## config.mk

```make
export PLATFORM = sky130hd
export DESIGN_NAME = pipe_reg_chain
export DESIGN_NICKNAME = d
export VERILOG_FILES = /design/src/rtl/pipe_pkg.sv /design/src/rtl/pipe_stage.sv /design/src/rtl/pipe_reg_chain.sv
export SDC_FILE = /design/constraint.sdc
export NUM_CORES = 1
export LEC_CHECK = 0
export BUFFER_PORTS_ARGS = -buffer_cell sky130_fd_sc_hd__buf_2
export CORE_MARGIN = 4
export CORE_UTILIZATION = 40
export DETAILED_ROUTE_END_ITERATION = 16
export GPL_ROUTABILITY_DRIVEN = 0
export HOLD_SLACK_MARGIN = 0.02
export PLACE_DENSITY = 0.65
export SETUP_SLACK_MARGIN = 0.3
export SLEW_MARGIN = 20
export SYNTH_ARGS = -nofsm -noshare
export SYNTH_HDL_FRONTEND = slang
export SYNTH_SLANG_ARGS = --single-unit
```

## constraint.sdc

```tcl
create_clock -name clk -period 1 [get_ports clk]
set_input_delay 0 -clock clk [delete_from_list [all_inputs] [get_ports clk]]
set_output_delay 0 -clock clk [all_outputs]
set_load 0.005 [all_outputs]
```

## src/rtl/pipe_pkg.sv

```systemverilog
`default_nettype none
// ============================================================================
//  Module      : pipe_pkg
//  Description : Shared constants and helpers for the pipe_reg_chain block.
//  Revision    : 1.0  initial release
// ============================================================================
package pipe_pkg;

    localparam int MODE_RIGID   = 0;
    localparam int MODE_ELASTIC = 1;

    // Width of a counter that can hold every value from 0 to depth.
    function automatic int occ_width(input int depth);
        return $clog2(depth + 1);
    endfunction

endpackage
`default_nettype wire

```

## src/rtl/pipe_stage.sv

```systemverilog
`default_nettype none
// ============================================================================
//  Module      : pipe_stage
//  Description : One slot of the register chain: valid bit plus data word.
//                The advance enable comes from the parent so that the same
//                slot serves both the rigid and the elastic chain.
//  Revision    : 1.0  initial release
// ============================================================================
module pipe_stage #(
    parameter int              WIDTH     = 32,
    parameter logic [WIDTH-1:0] RESET_VAL = '0
) (
    input  logic             clk,
    input  logic             rst_n,
    input  logic             i_flush,
    input  logic             i_adv,
    input  logic             i_src_v,
    input  logic [WIDTH-1:0] i_src_d,
    output logic             o_v,
    output logic [WIDTH-1:0] o_d,
    output logic             o_v_next
);

    logic             r_v;
    logic [WIDTH-1:0] r_d;
    logic             w_v_next;
    logic             w_load_d;

    // Next valid bit: flush clears, advance takes the source, otherwise hold.
    always_comb begin
        w_v_next = r_v;
        w_load_d = 1'b0;
        if (i_flush) begin
            w_v_next = 1'b0;
        end else if (i_adv) begin
            w_v_next = i_src_v;
            // Bubbles moving in leave the stale data word untouched.
            w_load_d = i_src_v;
        end
    end

    // Slot registers with synchronous active-low reset.
    always_ff @(posedge clk) begin
        if (!rst_n) begin
            r_v <= 1'b0;
            r_d <= RESET_VAL;
        end else begin
            r_v <= w_v_next;
            if (w_load_d) begin
                r_d <= i_src_d;
            end
        end
    end

    assign o_v      = r_v;
    assign o_d      = r_d;
    assign o_v_next = w_v_next;

endmodule
`default_nettype wire

```

## src/rtl/pipe_reg_chain.sv

```systemverilog
`default_nettype none
// ============================================================================
//  Module      : pipe_reg_chain
//  Description : DEPTH-stage stallable register chain with per-stage valid,
//                flush, ready/valid input handshake and occupancy count.
//                MODE selects rigid (whole chain freezes on stall) or
//                elastic (bubbles collapse behind a stalled output).
//  Revision    : 1.0  initial release
// ============================================================================
module pipe_reg_chain
    import pipe_pkg::*;
#(
    parameter int               WIDTH     = 32,
    parameter int               DEPTH     = 2,
    parameter int               MODE      = MODE_RIGID,
    parameter logic [WIDTH-1:0] RESET_VAL = '0
) (
    input  logic                         clk,
    input  logic                         rst_n,
    input  logic                         stall,
    input  logic                         flush,
    input  logic                         in_valid,
    output logic                         in_ready,
    input  logic [WIDTH-1:0]             data_input,
    output logic                         out_valid,
    output logic [WIDTH-1:0]             data_output,
    output logic [occ_width(DEPTH)-1:0]  occupancy
);

    localparam int c_occ_w = occ_width(DEPTH);

    if (DEPTH < 1 || DEPTH > 16) begin : g_bad_depth
        $error("pipe_reg_chain: DEPTH must be in 1..16");
    end

    logic [DEPTH-1:0]   w_v;
    logic [DEPTH-1:0]   w_v_next;
    logic [DEPTH-1:0]   w_adv;
    logic [DEPTH-1:0]   w_src_v;
    logic [WIDTH-1:0]   w_d     [DEPTH];
    logic [WIDTH-1:0]   w_src_d [DEPTH];
    logic               w_accept;
    logic               w_chain;
    logic [c_occ_w-1:0] w_occ_next;
    logic [c_occ_w-1:0] r_occ;

    // Advance enables: rigid freezes everything on stall; elastic lets a
    // stage move whenever anything downstream of it moves or it is a bubble.
    always_comb begin
        w_adv   = '0;
        w_chain = 1'b0;
        if (MODE == MODE_ELASTIC) begin
            w_chain          = ~stall | ~w_v[DEPTH-1];
            w_adv[DEPTH-1]   = w_chain;
            for (int i = DEPTH - 2; i >= 0; i--) begin
                w_chain  = w_chain | ~w_v[i];
                w_adv[i] = w_chain;
            end
        end else begin
            w_adv = {DEPTH{~stall}};
        end
    end

    assign in_ready = w_adv[0] & ~flush;
    assign w_accept = in_valid & in_ready;

    for (genvar gi = 0; gi < DEPTH; gi++) begin : g_stage
        if (gi == 0) begin : g_head
            assign w_src_v[gi] = w_accept;
            assign w_src_d[gi] = data_input;
        end else begin : g_body
            assign w_src_v[gi] = w_v[gi-1];
            assign w_src_d[gi] = w_d[gi-1];
        end

        pipe_stage #(
            .WIDTH     (WIDTH),
            .RESET_VAL (RESET_VAL)
        ) u_stage (
            .clk      (clk),
            .rst_n    (rst_n),
            .i_flush  (flush),
            .i_adv    (w_adv[gi]),
            .i_src_v  (w_src_v[gi]),
            .i_src_d  (w_src_d[gi]),
            .o_v      (w_v[gi]),
            .o_d      (w_d[gi]),
            .o_v_next (w_v_next[gi])
        );
    end

    // Popcount of the next valid vector so occupancy tracks v on the same edge.
    always_comb begin
        w_occ_next = '0;
        for (int i = 0; i < DEPTH; i++) begin
            w_occ_next = w_occ_next + c_occ_w'(w_v_next[i]);
        end
    end

    // Occupancy register, cleared with the valid bits on reset.
    always_ff @(posedge clk) begin
        if (!rst_n) begin
            r_occ <= '0;
        end else begin
            r_occ <= w_occ_next;
        end
    end

    assign occupancy   = r_occ;
    assign out_valid   = w_v[DEPTH-1];
    assign data_output = w_d[DEPTH-1];

endmodule
`default_nettype wire

```

# Yosys cells after proc, flatten, opt, wreduce, memory -nomap -nowiden
# Index checks and enable logic that the tools add are counted.
[op_classes]
n_addsub = 1
mux = 8
n_bitwise = 4
[op_table]
columns = ["op", "n"]
rows = [
  ["1-bit two-way mux", 8],
  ["1-bit by 1-bit adder with 2-bit output", 1],
  ["1-bit bitwise AND", 2],
  ["1-bit NOT", 2],
]
[totals]
input_bits = 37
out_inout_bits = 36
ff_bits = 68

# Longest topological paths before layout
[logic_depth]
ltp_word = 6
depth_mapped = 5

# Cells and area by module
# From an unflattened synthesis, not the netlist that was laid out.
[hier_totals]
cells_unflattened = 296
area_unflattened_um2 = 2795.2
[by_module_without_submodules]
columns = ["module", "area_per_inst_um2", "n_inst", "cells_per_inst", "seq_area_each_um2"]
rows = [
  ["pipe_stage", 1355.0, 2, 144, 660.6],
  ["pipe_reg_chain", 85.1, 1, 8, 40.0],
]

# Worst setup path after synthesis
# Ideal clock, no wire load.
[synth_path]
path_kind = "flip-flop to flip-flop"
from = "reg g_stage[0].u_stage.r_v"
to = "reg r_occ[0], in the netlist occupancy[0]"
stages_incl_launch_ff = 5
required_ps = 885
n_path_buf = 0
t_arrival_ps = 915
setup_time_ps = 115
setup_slack_ps = -30
cell_sequence = "dfxtp_1 > mux2i_1 > nor2_1 > ha_1 > and2_1"
[synth_between]
elab_chain_len = 3
[synth_lines]
columns = ["item", "line", "text"]
rows = [
  ["from (decl)", "pipe_stage.sv:24", "logic r_v;"],
  ["from (signal assigned)", "pipe_stage.sv:48", "r_v <= w_v_next;"],
  ["1-bit two-way mux", "pipe_stage.sv:35", "end else if (i_adv) begin"],
  ["1-bit two-way mux", "pipe_stage.sv:33", "if (i_flush) begin"],
  ["via g_stage[0].u_stage.o_v_next", "pipe_stage.sv:21", "output logic o_v_next"],
  ["1-bit by 1-bit adder with 2-bit output", "pipe_reg_chain.sv:96", "w_occ_next = w_occ_next + c_occ_w'(w_v_next[i]);"],
  ["via w_occ_next[0]", "pipe_reg_chain.sv:44", "logic [c_occ_w-1:0] w_occ_next;"],
  ["to (signal assigned)", "pipe_reg_chain.sv:105", "r_occ <= w_occ_next;"],
  ["to (decl)", "pipe_reg_chain.sv:45", "logic [c_occ_w-1:0] r_occ;"],
]
# The timed path passes the listed nets, and every way through them passes these cells.
# A chain may end at the register's enable or synchronous reset.

# Final worst setup path
[layout_path]
from = "reg g_stage[0].u_stage.r_v"
to = "reg g_stage[1].u_stage.r_d[15]"
[layout_between]
elab_chain_len = 2
[layout_lines]
columns = ["item", "line", "text"]
rows = [
  ["1-bit two-way mux", "pipe_stage.sv:35", ""],
  ["1-bit two-way mux", "pipe_stage.sv:33", ""],
  ["to (signal assigned)", "pipe_stage.sv:50", "r_d <= i_src_d;"],
  ["to (decl)", "pipe_stage.sv:25", "logic [WIDTH-1:0] r_d;"],
]
# No other way between the ends.

==> metrics.md <==
| Metric | Value |
|---|---|
| Layout Skew | 0.00818 ns |
| Total wire length | ~5800 microns |
| Leading cell type in the layout, fill and taps excluded | nand2_1 |
| Area Overhead vs Synth | 45.9% |
| Total routing resource utilization after global routing | between 10% and 20% |
| Clock input transition at the sequential cells of the worst setup and hold paths | 0.07 ns |
| Time the worst path needs with I/O delays and setup | 1.13 ns |
| Residual DRC count | 0 |
| Number of warnings issued by yosys | 0 |
| Final core utilization | around three fifths |
| Count of pins over their slew limit | 0 |
| Post-synthesis cell count | 260 |
| Number of vias per cell | 4.49 |
| Number of antenna violations at the first check in global routing | 0 |
| IR drop worst, VDD | approximately 1000 uV |
| Post-DR wirelength/cell | roughly 13 microns |
| Post-synth top area share | between 50% and 60% |
| Area leader, netlist | dfxtp_1 |
| Distinct cells, synth | 13 |
| Antenna cells | 0 |
| Path category of the worst min-delay check | primary input to flop |
| Highest net fanout along the worst path | 8 |
| Root buffer cell | clkbuf_8 |
| Pre-CTS setup slack | -0.134 ns |
| Area contributors post-synth | dfxtp_1, mux2i_1, nand2_1, buf_12, clkbuf_1 |
| Total CTS buffers | 9 |
| Pwr dens | about 1400 nW/um^2 |
| Maximum clock path buffer count | 2 |
| Initial core utilization | 41.5% |
| Post-placement cell area | approximately 3100 sq um |
| Sequential share of the synthesized area | approximately 51% |
| Clk Latency, worst-skew pair | roughly 0.33 ns |
| Pin count of the biggest net entering global routing | 52 |
| Violated checks | negative setup slack |
| Total gr overflow | 0 |
| Wire length of the first global-routing pass | a little over 9000 microns |
| CTS HTree Levels | 3 |
| Sinks on the clock net | between 60 and 70 |
| Fraction of final layout cells sized beyond drive strength 1 | around 37% |
| Worst setup path category | flop to flop |
| Number of design-rule violations left by the first detailed-router iteration | between 60 and 70 |
| Number of global-route vias before repair | ~2100 |
| Critical Path Start Type | flop |
| Outcome | complete, but fails checks |
| Post-DP HPWL | 3460 microns |
| DIE AREA | 7980 sq um |
| Final number of hold-violating endpoints | 0 |
| Worst slew pin tran | about 0.26 ns |
| Net count reported at finish | between 400 and 500 |
| Achievable clock frequency | 883 MHz |
| Post-synth net total | approximately 300 |
| Highest-count cells in the layout ignoring fill and taps | nand2_1, mux2i_1, buf_2 |
| CTS tree | done |
| Setup repair after global routing missed its margin | true |
| Crit share post-route | 113% |
| Worst slew margin | between 80% and 90% |
| Site row count | 29 |
| Crit. End Element | flop |
| Setup violators final | 33 |
| Required @ worst endpoint | ~1.3 ns |
| Chip height | a little under 90 microns |
| Critical Path AT | 1.38 ns |
| Count of port buffers added during placement | 72 |
| Average instance area after synthesis | between 10 and 15 sq um |
| Iteration count of the initial detailed-routing pass | 4 |
| Top-Level Pins | 73 |
| TNS Setup | -3.31 ns |
| Residual antenna-violating net count after detailed routing | 0 |
| Maximum Capacitance Violations | 0 |
| Routed via count | 2066 |
| Final instance area | approximately 3900 sq um |
| Core area | 6390 sq um |
| Leakage power | 1.62 nW |
| Number of synthesized register bits | 68 |
| Horizontal die dimension | ~89 microns |
| Minimum setup slack in the final design | -0.133 ns |
| Post-Syn Area | approximately 2600 sq um |
==> sequential cells by signal (all words and copies together), names as in the netlist <==
signal and cells:
g_stage.u_stage.o_d 64, occupancy 2, g_stage.u_stage.o_v 2
==> logic make-up (layout without fill, tap and decap cells) <==
kind of cell | Yosys count | count (layout) | share of synthesized area (%)
buffers and inverters | 19 | 142 | 7.18
and+or+nand+nor | 106 | 106 | 16.0
DFF | 68 | 68 | 51.4
adders and majority gates | 1 | 1 | 0.473
muxes | 66 | 66 | 25.0
==> routing by layer <==
metal / vias up / global-route usage (%) / routed length, microns
li1: 1084 / - / -
met1: 925 / 18.6 / 2670
met2: 53 / 24.0 / 2680
met3: 4 / 5.62 / 360
met4: 0 / 6.09 / 42
met5: - / 0 / 0
==> per-stage QoR <==
| step | hold slack (ns) | instances | total power [mW] |
|---|---|---|---|
| after detailed placement | 0.252 | 400 | 3.16 |
| final | 0.0670 | 460 | 5.35 |
| after global routing | 0.0648 | 460 | 5.60 |
| after CTS | 0.0474 | 455 | 5.42 |
| after global placement | 0.248 | 400 | 3.16 |
| after floorplan | 0.0269 | 260 | 3.04 |
==> synth_stat cells (all sizes together) <==
master and n:
nand2 96, dfxtp 68, mux2i 66, buf 11, clkbuf 8, nor2 5, and2 2, nor3b 2
ha 1, nand2b 1
==> path summary, 6_finish.rpt <==
path	start	end	slack (ns)	cells after the start
max	g_stage[0].u_stage.o_v	g_stage[1].u_stage.o_d[15]	-0.13	4
min	flush	g_stage[0].u_stage.o_v	0.07	3
min reg2reg	g_stage[1].u_stage.o_d[9]	g_stage[1].u_stage.o_d[9]	0.45	2
max reg2reg	g_stage[0].u_stage.o_v	g_stage[1].u_stage.o_d[15]	-0.13	4
==> worst max-delay path, cell delays in order (launching register included) <==
cell	delay, ns
dfxtp_2	0.34
nor3b_4	0.19
buf_6	0.17
clkbuf_16	0.17
mux2i_1	0.17
==> repair_timing <==
| item | 4_1_cts | 5_1_grt |
|---|---|---|
| cloned | 1 | 1 |
| gates resized for setup | 41 | 16 |
| hold buffers | 34 | 0 |
| endpoints found under the hold margin | 34 | 0 |
| pin swaps | 0 | 2 |
| endpoints found under the setup margin | 70 | 73 |
| setup buffers | 4 | 4 |
==> layout make-up <==
class / count / area (sq um)
well taps: 77 / 96.3
repair buffers: 126 / 1070
clock inverters: 5 / 52.6
multi-input cells: 173 / 1110
flip-flops and latches: 68 / 1400
fillers: 525 / 2520
clock buffers: 11 / 131
==> power breakdown <==
| group | total [mW] | switching [mW] | internal [mW] |
|---|---|---|---|
| sequential | 2.77 | 0.0129 | 2.76 |
| clock | 2.13 | 0.993 | 1.14 |
| combinational | 0.447 | 0.194 | 0.254 |
Note: power is estimated with default switching activity, not from simulation.
